$ cat src/rtl/snd_pkg.sv
// snd_pkg: shared constants, field positions and types for the sound output stage
package snd_pkg;
    localparam int MODE_YM = 0;
    localparam int MODE_I2S = 1;
    localparam int YM_FRAME = 16;
    localparam int I2S_SLOTS = 32;
    localparam logic [4:0] VOL_UNITY = 5'd16;
    localparam int MUTE_BIT = 7;
    localparam int VOL_MSB = 4;
    localparam logic [7:0] VOL_RESET = {3'b000, VOL_UNITY};
    typedef enum logic [1:0] {IDLE, SHIFT, LOAD} serState_t;
    function automatic logic [4:0] clampVol(input logic [4:0] v);
        return (v > VOL_UNITY) ? VOL_UNITY : v;
    endfunction
endpackage

$ cat src/rtl/snd_ym_float.sv
// snd_ym_float: combinational 16-bit linear to YM3014 floating-point frame encoder
module snd_ym_float
    import snd_pkg::*;
(
    input  logic [15:0]         sample,
    output logic [YM_FRAME-1:0] frame
);
    logic [2:0] k;
    logic [9:0] mant;
    // k = run of sign copies below the sign bit, stopping at the first differing bit
    always_comb begin
        k = 3'd6;
        for (int i = 5; i >= 0; i--)
            if (sample[14 - i] != sample[15]) k = 3'(i);
    end
    assign mant = 10'(sample >> (3'd6 - k));
    assign frame = {3'd7 - k, ~mant[9], mant[8:0], 3'b000};
endmodule

$ cat src/rtl/snd_mix_dac.sv
// snd_mix_dac: volume-scaled mixer with saturation and YM3014 / I2S serial DAC output
module snd_mix_dac
    import snd_pkg::*;
#(
    parameter int          CHANNELS = 2,
    parameter int          MODE     = MODE_YM,
    parameter int          DIV      = 4,
    parameter logic [11:0] BASE     = 12'h38C
) (
    input  logic                    iClk,
    input  logic                    iRst,
    input  logic                    iWr,
    input  logic [7:0]              iWrData,
    input  logic [19:0]             iAddr,
    input  logic                    iSampleEn,
    input  logic [16*CHANNELS-1:0]  iSamples,
    output logic                    oSd,
    output logic                    oBck,
    output logic                    oLoad,
    output logic                    oOverrun
);
    localparam logic [5:0] LAST_SLOT = (MODE == MODE_I2S) ? 6'(I2S_SLOTS) : 6'(YM_FRAME);

    logic [7:0] volReg [4];
    logic signed [15:0] smpReg [4];
    logic [63:0] smpPad;
    logic [2:0] step;
    logic mixBusy;
    logic signed [18:0] acc;
    logic [15:0] pendVal;
    logic pendFlag;
    logic [1:0] chIdx;
    logic [4:0] volEff;
    logic signed [21:0] prod;
    logic signed [21:0] term;
    logic [15:0] satVal;
    logic mixDone;
    logic take;
    logic unusedAddr;

    serState_t state, stateNext;
    logic [15:0] divCnt, divNext;
    logic [5:0] bitCnt, bitNext;
    logic [32:0] shReg, shNext, shStep, loadWord;
    logic [15:0] ymFrame;
    logic sdNext, bckNext, loadNext, bitEnd;

    assign unusedAddr = ^iAddr[19:12];
    assign smpPad = 64'(iSamples);
    assign chIdx = (step < 3'(CHANNELS)) ? step[1:0] : 2'd0;
    assign volEff = clampVol(volReg[chIdx][VOL_MSB:0]);
    assign prod = smpReg[chIdx] * $signed({1'b0, volEff});
    assign term = volReg[chIdx][MUTE_BIT] ? '0 : prod >>> 4;
    assign satVal = (acc > 19'sd32767) ? 16'h7FFF : (acc < -19'sd32768) ? 16'h8000 : acc[15:0];
    assign mixDone = mixBusy && step == 3'(CHANNELS) && !iSampleEn;
    assign take = state == IDLE && pendFlag;

    always_ff @(posedge iClk)
        for (int n = 0; n < 4; n++)
            if (iRst) volReg[n] <= VOL_RESET;
            else if (iWr && n < CHANNELS && iAddr[11:0] == BASE + 12'(n)) volReg[n] <= iWrData;

    // A new strobe always wins, so a strobe during accumulation restarts the mix
    always_ff @(posedge iClk) begin
        if (iRst) begin
            mixBusy <= 1'b0;
            step <= '0;
            acc <= '0;
            pendVal <= '0;
            pendFlag <= 1'b0;
            oOverrun <= 1'b0;
            for (int n = 0; n < 4; n++) smpReg[n] <= '0;
        end else begin
            oOverrun <= mixDone && pendFlag && !take;
            pendFlag <= mixDone ? 1'b1 : take ? 1'b0 : pendFlag;
            if (iSampleEn) begin
                mixBusy <= 1'b1;
                step <= '0;
                acc <= '0;
                for (int n = 0; n < 4; n++) smpReg[n] <= smpPad[16*n +: 16];
            end else if (mixBusy) begin
                if (step == 3'(CHANNELS)) begin
                    mixBusy <= 1'b0;
                    pendVal <= satVal;
                end else begin
                    acc <= acc + term[18:0];
                    step <= step + 3'd1;
                end
            end
        end
    end

    generate
        if (MODE == MODE_YM) begin : gYm
            snd_ym_float uEnc (.sample(pendVal), .frame(ymFrame));
        end else begin : gNoYm
            assign ymFrame = '0;
        end
    endgenerate

    // I2S: leading zero slot gives the one-slot delay, then left and right copies MSB first
    assign loadWord = (MODE == MODE_I2S) ? {1'b0, pendVal, pendVal} : {17'b0, ymFrame};
    assign shStep = (MODE == MODE_I2S) ? shReg << 1 : shReg >> 1;
    assign bitEnd = divCnt == 16'(DIV - 1);

    always_comb begin
        stateNext = state;
        divNext = divCnt;
        bitNext = bitCnt;
        shNext = shReg;
        sdNext = oSd;
        bckNext = oBck;
        loadNext = oLoad;
        if (state == IDLE) begin
            sdNext = 1'b0;
            bckNext = 1'b0;
            loadNext = 1'b0;
            if (pendFlag) begin
                stateNext = SHIFT;
                divNext = '0;
                bitNext = '0;
                shNext = loadWord;
                sdNext = (MODE == MODE_I2S) ? loadWord[32] : loadWord[0];
            end
        end else begin
            divNext = bitEnd ? '0 : divCnt + 16'd1;
            if (bitEnd && !oBck) begin
                bckNext = 1'b1;
            end else if (bitEnd) begin
                bckNext = 1'b0;
                if (bitCnt == LAST_SLOT) begin
                    stateNext = IDLE;
                    sdNext = 1'b0;
                    loadNext = 1'b0;
                end else begin
                    bitNext = bitCnt + 6'd1;
                    shNext = shStep;
                    sdNext = (MODE == MODE_I2S) ? shStep[32] : shStep[0];
                    loadNext = (MODE == MODE_I2S) ? (bitNext >= 6'(I2S_SLOTS / 2) && bitNext < 6'(I2S_SLOTS))
                                                  : bitNext == 6'(YM_FRAME);
                    if (MODE == MODE_YM && bitNext == 6'(YM_FRAME)) begin
                        stateNext = LOAD;
                        sdNext = 1'b0;
                    end
                end
            end
        end
    end

    always_ff @(posedge iClk) begin
        if (iRst) begin
            state <= IDLE;
            divCnt <= '0;
            bitCnt <= '0;
            shReg <= '0;
            oSd <= 1'b0;
            oBck <= 1'b0;
            oLoad <= 1'b0;
        end else begin
            state <= stateNext;
            divCnt <= divNext;
            bitCnt <= bitNext;
            shReg <= shNext;
            oSd <= sdNext;
            oBck <= bckNext;
            oLoad <= loadNext;
        end
    end
endmodule
$ cat config.mk
export PLATFORM = sky130hd
export DESIGN_NAME = snd_mix_dac
export DESIGN_NICKNAME = d
export VERILOG_FILES = /design/src/rtl/snd_pkg.sv /design/src/rtl/snd_ym_float.sv /design/src/rtl/snd_mix_dac.sv
export SDC_FILE = /design/constraint.sdc
export NUM_CORES = 1
export LEC_CHECK = 0
export BUFFER_PORTS_ARGS = -buffer_cell sky130_fd_sc_hd__buf_2
export CAP_MARGIN = 20
export CORE_ASPECT_RATIO = 0.5
export CORE_MARGIN = 2
export CORE_UTILIZATION = 55
export DETAILED_ROUTE_END_ITERATION = 8
export PLACE_DENSITY = 0.74
export SYNTH_ARGS = -nofsm -noshare
export SYNTH_HDL_FRONTEND = slang
export SYNTH_SLANG_ARGS = --single-unit
$ cat constraint.sdc
create_clock -name iClk -period 7.55 [get_ports iClk]
set_input_delay 1.1325 -clock iClk [delete_from_list [all_inputs] [get_ports iClk]]
set_output_delay 1.1325 -clock iClk [all_outputs]
set_load 0.02 [all_outputs]
* After elaboration in Yosys (flattened, before gate mapping) *
Memory sizes are Yosys's and may differ from the RTL's.
Index checks and enable logic that the tools add are counted.

word-level totals
  register bits = 101
  RAM bits = 96
  output and inout bits = 4
  memories = 2

memories
  memory  depth  bits a word  rd ports  clocked after Yosys merged registers in  wr ports  RTL line           source
  smpReg  4      16           1         0                                        4         snd_mix_dac.sv:25  logic signed [15:0] smpReg [4];
  volReg  4      8            1         0                                        4         snd_mix_dac.sv:24  logic [7:0] volReg [4];

operators by class
  add/sub/neg operators = 6
  $mul = 1
  order comparisons = 4
  equality and inequality tests = 15
  shift operators = 1
  multiplexer cells = 57
  bitwise operators = 10
  reductions and logical operators = 23

operators with widths
  operator               number
  $mux 33                5
  $mux 16                9
  $mux 6                 5
  $eq 12x10->1 const B   2
  $mul 16x6->22          1
  $mux 1                 21
  $add 19x18->19         1
  $gt 19x16->1 const B   1
  $lt 19x16->1 const B   1
  $mux 18                1
  $mux 2                 9
  $add 16x1->16 const B  1
  $eq 16x2->1 const B    1
  $mux 8                 2
  $shr 16x3->10          1
  $eq 6x5->1 const B     2
  $mux 3                 4
  $logic_and 1x1->1      8
  $reduce_and 4->1       2
  $add 6x1->6 const B    1
  $ne 1x1->1             6
  $ne 2x2->1 const B     3
  $or 1x1->1             6
  $reduce_bool 2->1      3
  13 further kinds       21

* Logic depth before layout (Yosys ltp) *
Gate-level depths: netlist of run 1.

  depth in word-level cells = 12
  gate-level depth with buffers = 27

* Modules after synthesis *
Synthesis of run 1 repeated with hierarchy kept, for this count alone.

second synthesis, totals
  cell total of the unflattened synthesis = 1,191
  area total of the unflattened synthesis = 10,197.3 µm²

by module, submodules not included
  module        times used  cells an instance  area each (µm²)  seq. area each (µm²)
  snd_mix_dac   1           1,088              9,374.0          2,982.9
  snd_ym_float  1           103                823.3            0.0

* Least setup slack after synthesis of run 1 *
No wires, ideal clock.

  path type = reg2reg
  from = register step[0]
  to = register acc[16]
  arrival = 6.313 ns
  data required time = 7.418 ns
  slack = 1.104 ns
  cell stages (with the launch flop) = 26
  buffers on the path = 1
  clock period less this slack = 6.446 ns
  cells stage by stage = dfxtp_1 > nor3b_1 > buf_2 > mux2i_1 > nand2_1 > or2_2 > fa_1 > fa_1 > fa_1 > inv_1 > ha_1 > nor2b_1 > o31ai_1 > a21boi_0 > o21a_1 > o21a_1 > o21a_1 > nor3_1 > ha_1 > a21oi_1 > o21bai_1 > a21o_1 > a211o_1 > o21ai_0 > xor2_1 > a21oi_1

on the way
  cells in the longest elaborated chain, start to end = 8
  elaborated cells between the ends (all ways) = 12

RTL lines
  what                    RTL line           source
  from (decl)             snd_mix_dac.sv:27  logic [2:0] step;
  from (signal assigned)  snd_mix_dac.sv:87  step <= step + 3'd1;
  $lt 3x2->1              snd_mix_dac.sv:50  assign chIdx = (step < 3'(CHANNELS)) ? step[1:0] : 2'd0;
  $mux 2                  snd_mix_dac.sv:50
  $mem_v2 4x8             --
  $gt 5x5->1              snd_pkg.sv:13      return (v > VOL_UNITY) ? VOL_UNITY : v;
  $mux 5                  snd_pkg.sv:13
  $mul 16x6->22           snd_mix_dac.sv:52  assign prod = smpReg[chIdx] * $signed({1'b0, volEff});
  $mux 18                 snd_mix_dac.sv:53  assign term = volReg[chIdx][MUTE_BIT] ? '0 : prod >>> 4;
  $add 19x18->19          snd_mix_dac.sv:86  acc <= acc + term[18:0];
  to (signal assigned)    snd_mix_dac.sv:86
  to (decl)               snd_mix_dac.sv:29  logic signed [18:0] acc;

Parallel ways exist; a longest one is shown, timed or not.
A chain may end at the register's enable or synchronous reset.

* Worst setup path after layout of run 1 *
Ends and elaborated chain as after synthesis.

==> results.toml, run 1 <==
[synth]
postSynthCellCount = 1191
synth_area_leader_cell = "dfxtp_1"
synth-edff-count = 44
synth_warnings = 0
seq_area_frac_synth_pct = 29.7
synth_flop_cell = "dfxtp_1"
netlist.area_leader.share_pct = 16.5
synthTopCellsByArea = "dfxtp_1 (17%), edfxtp_1 (13%), fa_1 (10%)"
synthArstFlopShare_pct = 0
avgSynthCellArea_um2 = 8.44
syn-cell-area_um2 = 10000
ys_ff_latch = 127
mappedNetlistNets = 1367
ys_types = 84

[power_and_ir_drop]
p_clk_share_pct = 42.3
intPower_mw = 1.42
p_sw_share_pct = 30.4
seq_power_share_pct = 36.5
ir_worst_vdd_v = 0.000137
comb_power_share_pct = 21.2
p_per_area_nw_per_um2 = 183
netSwitchingPower_mw = 0.618
finalPower_mw = 2.03
p_leak_nw = 4.66

[worst_setup_path]
cp_max_fo = 27
critPathArrivalTime_ns = 7.32
worstSetupEndpointType = "register"
crit_type = "reg -> reg"
critical_path_required_ns = 7.83
cp-start-kind = "register"

[timing]
period_needed_ns = 7.04
period_share_pct = 93.3
drv_slew = 0
relSlewSlack_pct = 40.7
finalHoldViolCount = 0
max_freq_mhz = 142
report.final.setup_viol = 0
tightest_slew_ns = 0.888
finalSetupTns_ns = 0
fin_skew_ns = 0.0173
fin_ws_ns = 0.507
rsz0062_at_grt = "no"

[clock_network]
cts_max_path_buffers = 2
cts_buffers = 17
clock_latency_ns = 0.44
cts-htree-levels = 4
cts_tree = "yes"
cts-root-buf = "clkbuf_16"
cts_hold_buf = 0
clk_pin_slew_worst_paths_ns = 0.06
numClockSinks = 127

[route]
totalWireLength_um = 21300
drtIter0Drc = 432
drc = 0
vias_per_cell = 5.62
via_count = 8280
ant_nets = 0
wl_per_cell_um = 14.4
firstDrtPassIters = 5

[placed_design]
gp_congestion = 0.905
dp_hpwl_um = 15500
io_buffers = 57
pre_cts_slack_ns = 0.563

[global_routing]
grt-ovfl-total = 0
grtUsageTotal_pct = 23.1
antenna_found_initial = 0
grt_pass1_wl_um = 37100
grt_pass1_vias = 7996
grt_max_degree = 67

[die]
fp.dieW_um = 195
start_util_pct = 57.1
die_y_um = 99.6
io_pins = 68
dieArea_um2 = 19400
rows = 34
coreArea_um2 = 17600

[finish]
final_nets = 1402
drive_gt1_share_pct = 11.7
nFillCells = 1480
num_antenna_cells = 0
area_growth_pct = 10.5

[outcome]
outcome = "finished clean"

[hold_path]
min_path_type = "reg -> reg"

[flow_run]
maxCapViolations = 0
[cells in the final DEF (no fill, tap or decap), drive strengths merged, types with 9 or more instances in the layout]
| cell type | synthesis | final |
|---|---|---|
| inv | 111 | 117 |
| nor2b | 12 | 12 |
| and3 | 12 | 12 |
| nand2b | 13 | 13 |
| o21a | 10 | 10 |
| a211oi | 18 | 18 |
| nand2 | 102 | 102 |
| nor3 | 30 | 30 |
| edfxtp | 44 | 44 |
| o21ai | 58 | 58 |
| ha | 62 | 62 |
| buf | 15 | 67 |
| clkbuf | 36 | 19 |
| nand3 | 25 | 25 |
| and2 | 48 | 48 |
| a311oi | 11 | 11 |
| o22ai | 9 | 9 |
| xnor2 | 10 | 10 |
| dfxtp | 83 | 83 |
| mux2i | 36 | 36 |
| or2 | 18 | 18 |
| a21oi | 89 | 89 |
| nand4 | 11 | 11 |
| a21o | 15 | 15 |
| nor2 | 146 | 146 |
| fa | 50 | 50 |
| xor2 | 14 | 14 |
[sequential cells by signal (all words and copies together) (netlist names)]
register  count
smpReg       32
acc          19
divCnt       16
pendVal      16
shReg        15
volReg       12
bitCnt        6
step          3
state         2
mixBusy       1
oBck          1
oLoad         1
oOverrun      1
oSd           1
pendFlag      1
[stage by stage]
| stage | instances | instance area (um^2) | util, % | hold WS (ns) |
|---|---|---|---|---|
| 6_report | 1473 | 11100 | 63.0 | 0.457 |
| 5_1_grt | 1473 | 11100 | 63.0 | 0.486 |
| 4_1_cts | 1473 | 11100 | 63.0 | 0.459 |
| 3_5_place_dp | 1441 | 10500 | 59.6 | 0.450 |
| 3_3_place_gp | 1441 | 10500 | 59.6 | 0.433 |
| 2_1_floorplan | 1191 | 10000 | - | 0.417 |
[layout make-up]
cell class              instances  area [um^2]  area share [%]
multi-input cells             902         6440            58.0
flip-flops and latches        127         2980            26.9
clock buffers                  19          453            4.08
inverters                     111          417            3.75
repair buffers                 67          364            3.28
well taps                     234          293            2.64
clock inverters                13          151            1.36
[cells by family (layout without fill, tap and decap cells)]
family | count (synthesis) | after routing | synth area share [%]
buf+inv | 162 | 210 | 6.31
flops | 127 | 127 | 29.7
simple gates | 449 | 449 | 21.9
xor+xnor | 24 | 24 | 2.17
mux | 40 | 40 | 4.03
compound gates | 277 | 277 | 18.2
fa+ha+maj | 112 | 112 | 17.7
[layer usage]
layer	part of all wire [%]	GRT usage, %
met4	1.3	7.52
met2	46	38.0
met1	49	31.1
met5	0	0
met3	4.2	4.44
[path summary, 6_finish.rpt]
path                    from          to  slack [ns]  cells after the start
setup / recovery     step[0]     acc[16]        0.51                     25
hold reg to reg   pendVal[0]  pendVal[0]        0.46                      2
hold / removal    pendVal[0]  pendVal[0]        0.46                      2
setup reg to reg     step[0]     acc[16]        0.51                     25
[Yosys cell counts, drive strengths merged, types with 4 or more instances]
library cell  number
a211oi            18
a21boi             4
a21o              15
a21oi             89
a221oi             6
a22oi              4
a311oi            11
a31oi              7
a41oi              8
and2              48
and3              12
buf               15
clkbuf            36
dfxtp             83
edfxtp            44
fa                50
ha                62
inv              111
mux2               4
mux2i             36
nand2            102
nand2b            13
nand3             25
nand3b             7
nand4             11
nor2             146
nor2b             12
nor3              30
nor4               8
o21a              10
o21ai             58
o21bai             7
o22ai              9
o311ai             4
o31ai              5
or2               18
or3                5
or4                4
xnor2             10
xor2              14
[power groups by stage]
stage | logic, mW | registers, mW | clock network [mW]
4_1_cts | 0.431 | 0.742 | 0.869
3_3_place_gp | 0.415 | 0.756 | 0
6_report | 0.431 | 0.742 | 0.861
2_1_floorplan | 0.341 | 0.753 | 0
3_5_place_dp | 0.428 | 0.757 | 0
5_1_grt | 0.497 | 0.745 | 0.904
[what timing repair did]
action / 4_1_cts / 5_1_grt
setup buffers: 0 / 0
resized for setup: 0 / 2
setup endpoints to repair: 0 / 3
[worst max-delay path, stage by stage (launching register included)]
cell	delay, ns
dfxtp_1	0.39
nor3b_2	0.39
buf_6	0.34
mux2_2	0.21
nand2_1	0.05
buf_4	0.19
or2_2	0.32
fa_1	0.53
fa_1	0.44
fa_1	0.54
inv_1	0.04
ha_1	0.35
nor2b_1	0.17
o31ai_1	0.31
a21oi_1	0.16
o21ai_0	0.41
a21boi_0	0.21
o21a_1	0.21
nor3_1	0.19
ha_1	0.31
a21oi_1	0.25
nand2_1	0.09
a211o_1	0.29
o21ai_0	0.22
xor2_1	0.19
a21oi_1	0.08
No activity file was read; power rests on OpenSTA's default activity.
==> run 2, diff against run 1 <==
ABC_AREA = 1   (was unset)
PLACE_DENSITY = 0.73   (was 0.74)
==> results.toml, run 2 <==
[synth]
postSynthCellCount = 1442
mappedNetlistNets = 1618
synth_flop_cell = "dfxtp_1"
avgSynthCellArea_um2 = 7.14
ys_types = 50
netlist_top_cells_count = "inv_1 (252), nor2_1 (230), nand2_1 (222)"
synth-edff-count = 44
netlist.area_leader.share_pct = 16.1
syn-cell-area_um2 = 10300
synth_area_leader_cell = "dfxtp_1"
ys_ff_latch = 127
synthArstFlopShare_pct = 0
synthTopCellsByArea = "dfxtp_1 (16%), edfxtp_1 (13%), fa_1 (9.7%)"
seq_area_frac_synth_pct = 29.0
synth_warnings = 0
yosysMostFrequentCell = "inv_1"

[placed_design]
io_buffers = 57
pre_cts_slack_ns = 0.696
placed_cell_area_um2 = 10700
gp_congestion = 0.911
dp_hpwl_um = 16900
dp_cells = 1701

[clock_network]
cts_tree = "yes"
cts_max_path_buffers = 2
numClockSinks = 127
clk_pin_slew_worst_paths_ns = 0.06
post_cts_buffers = 0
clock_latency_ns = 0.43
cts-htree-levels = 4
cts_buffers = 17
cts-root-buf = "clkbuf_16"
cts_hold_buf = 0
cts_resized = 0

[finish]
area_growth_pct = 10.3
num_antenna_cells = 0
nFillCells = 1682
final_common_cell = "inv_1"
largest_register = "smpReg"
utilization_pct = 61.9
top_regs = "smpReg: 32 flops, acc: 19 flops"
final_nets = 1658
largest_register_ff_count = 32
fin_area_um2 = 11400
drive_gt1_share_pct = 9.16
stdcell_count = 1735
multi_input_area_um2 = 6110
ff_latch_area_um2 = 2980
layout_common_cells = "inv_1 (252), nor2_1 (230), nand2_1 (222)"

[worst_setup_path]
startpoint = "step[1]"
r2r_setup_slack_ns = 0.66
critPathArrivalTime_ns = 7.21
r2r_end = "acc[18]"
crit_end = "acc[18]"
slowest_stage = "fa_1"
worstSetupEndpointType = "register"
reg2reg_depth = 29
cpMostUsedCell = "inv_1"
cp-start-kind = "register"
critical_path_required_ns = 7.87
cp_max_fo = 26
crit_type = "reg -> reg"
max_stage_delay_ns = 0.53
regToRegStartpoint = "step[1]"

[route]
ant_nets = 0
met2WireLength_um = 10800
vias_per_cell = 5.21
wl_met3_um = 789
met1Wirelength_um = 10900
firstDrtPassIters = 5
drc = 0
via_count = 9042
topRoutingLayerUsed = "met4"
totalWireLength_um = 22800
wl_per_cell_um = 13.1
drtIter0Drc = 455

[global_routing]
grt-ovfl-total = 0
grt_pass1_vias = 8632
grt_max_degree = 39
antenna_found_initial = 0
grt_pass1_wl_um = 39300
grtUsageTotal_pct = 24.3

[timing]
report.final.setup_viol = 0
tightest_slew_ns = 1.01
max_freq_mhz = 145
finalSetupTns_ns = 0
period_needed_ns = 6.89
rsz0062_at_grt = "no"
fin_ws_ns = 0.657
fin_skew_ns = 0.0133
period_share_pct = 91.3
worst_hold_slack_ns = 0.458
drv_slew = 0
relSlewSlack_pct = 32.6
finalHoldViolCount = 0

[die]
start_util_pct = 56.1
fp.dieW_um = 197
coreArea_um2 = 18300
rows = 35
die_y_um = 101
io_pins = 68
dieArea_um2 = 19900

[flow_run]
maxCapViolations = 0

[power_and_ir_drop]
p_clk_share_pct = 38.8
p_sw_share_pct = 33.1
seq_power_share_pct = 33.3
comb_power_share_pct = 27.9
ir_worst_vdd_v = 0.000143
intPower_mw = 1.50
p_per_area_nw_per_um2 = 198
finalPower_mw = 2.25
netSwitchingPower_mw = 0.743
p_leak_nw = 5.51

[outcome]
outcome = "finished clean"

[hold_path]
hold_start = "oSd"
min_path_type = "reg -> reg"
-- run 2: cell count changes after synthesis, moves of 15 or more --
cell	delta
a21oi_1	+16
mux2i_1	-24
nand2_1	+123
o21ai_0	+25
and2_1	-46
a211oi_1	-15
nand3_1	+87
inv_1	+142
nor2_1	+86
nor3_1	-21
-- run 2: power by group through the flow --
stage                     Sequential, mW  Combinational [mW]  Clock [mW]
after detailed placement           0.764               0.612           0
after floorplan                    0.759               0.490           0
after global placement             0.763               0.599           0
after CTS                          0.749               0.623       0.883
final                              0.749               0.627       0.871
after global routing               0.752               0.727       0.915
-- run 2: how the worst min path moves through the flow --
stage | to | cells past startpoint
floorplan | shReg[11] | 2
global placement | shReg[11] | 2
detailed placement | shReg[11] | 2
CTS | shReg[11] | 2
global route | shReg[11] | 2
finish | oSd | 2
-- run 2: critical path, delay by kind of cell, from the launching register on --
family                     cells  cell delay (ns)
AOI/OAI and AO/OA              3             0.75
DFF                            1             0.41
muxes                          1             0.41
buffers and inverters          5             0.32
adders and majority gates      5             2.20
and+or+nand+nor               15             2.68
-- run 2: layout make-up --
cell class                      instances  area share (%)
Multi-Input combinational cell       1011            53.8
Sequential cell                       127            26.3
Inverter                              262            8.66
Clock buffer                           22            4.46
Timing Repair Buffer                   63            3.09
Tap cell                              240            2.65
Clock inverter                         10            1.06
-- run 2: logic make-up (layout without fill, tap and decap cells) --
family / after synthesis / count (layout) / share of synthesized area (%)
adder cells (fa/ha/maj): 112 / 112 / 17.3
XOR/XNOR: 27 / 27 / 2.30
flip-flops: 127 / 127 / 29.0
AO/OA/AOI/OAI: 223 / 223 / 11.7
AND/OR/NAND/NOR: 635 / 635 / 26.7
multiplexers: 14 / 14 / 1.39
buffers and inverters: 304 / 357 / 11.7
-- run 2: metal layers --
metal | vias to the layer above | track usage [%]
met5 | - | 0
met4 | 0 | 6.59
met3 | 18 | 4.08
met2 | 144 | 42.0
met1 | 4191 | 31.7
li1 | 4689 | -
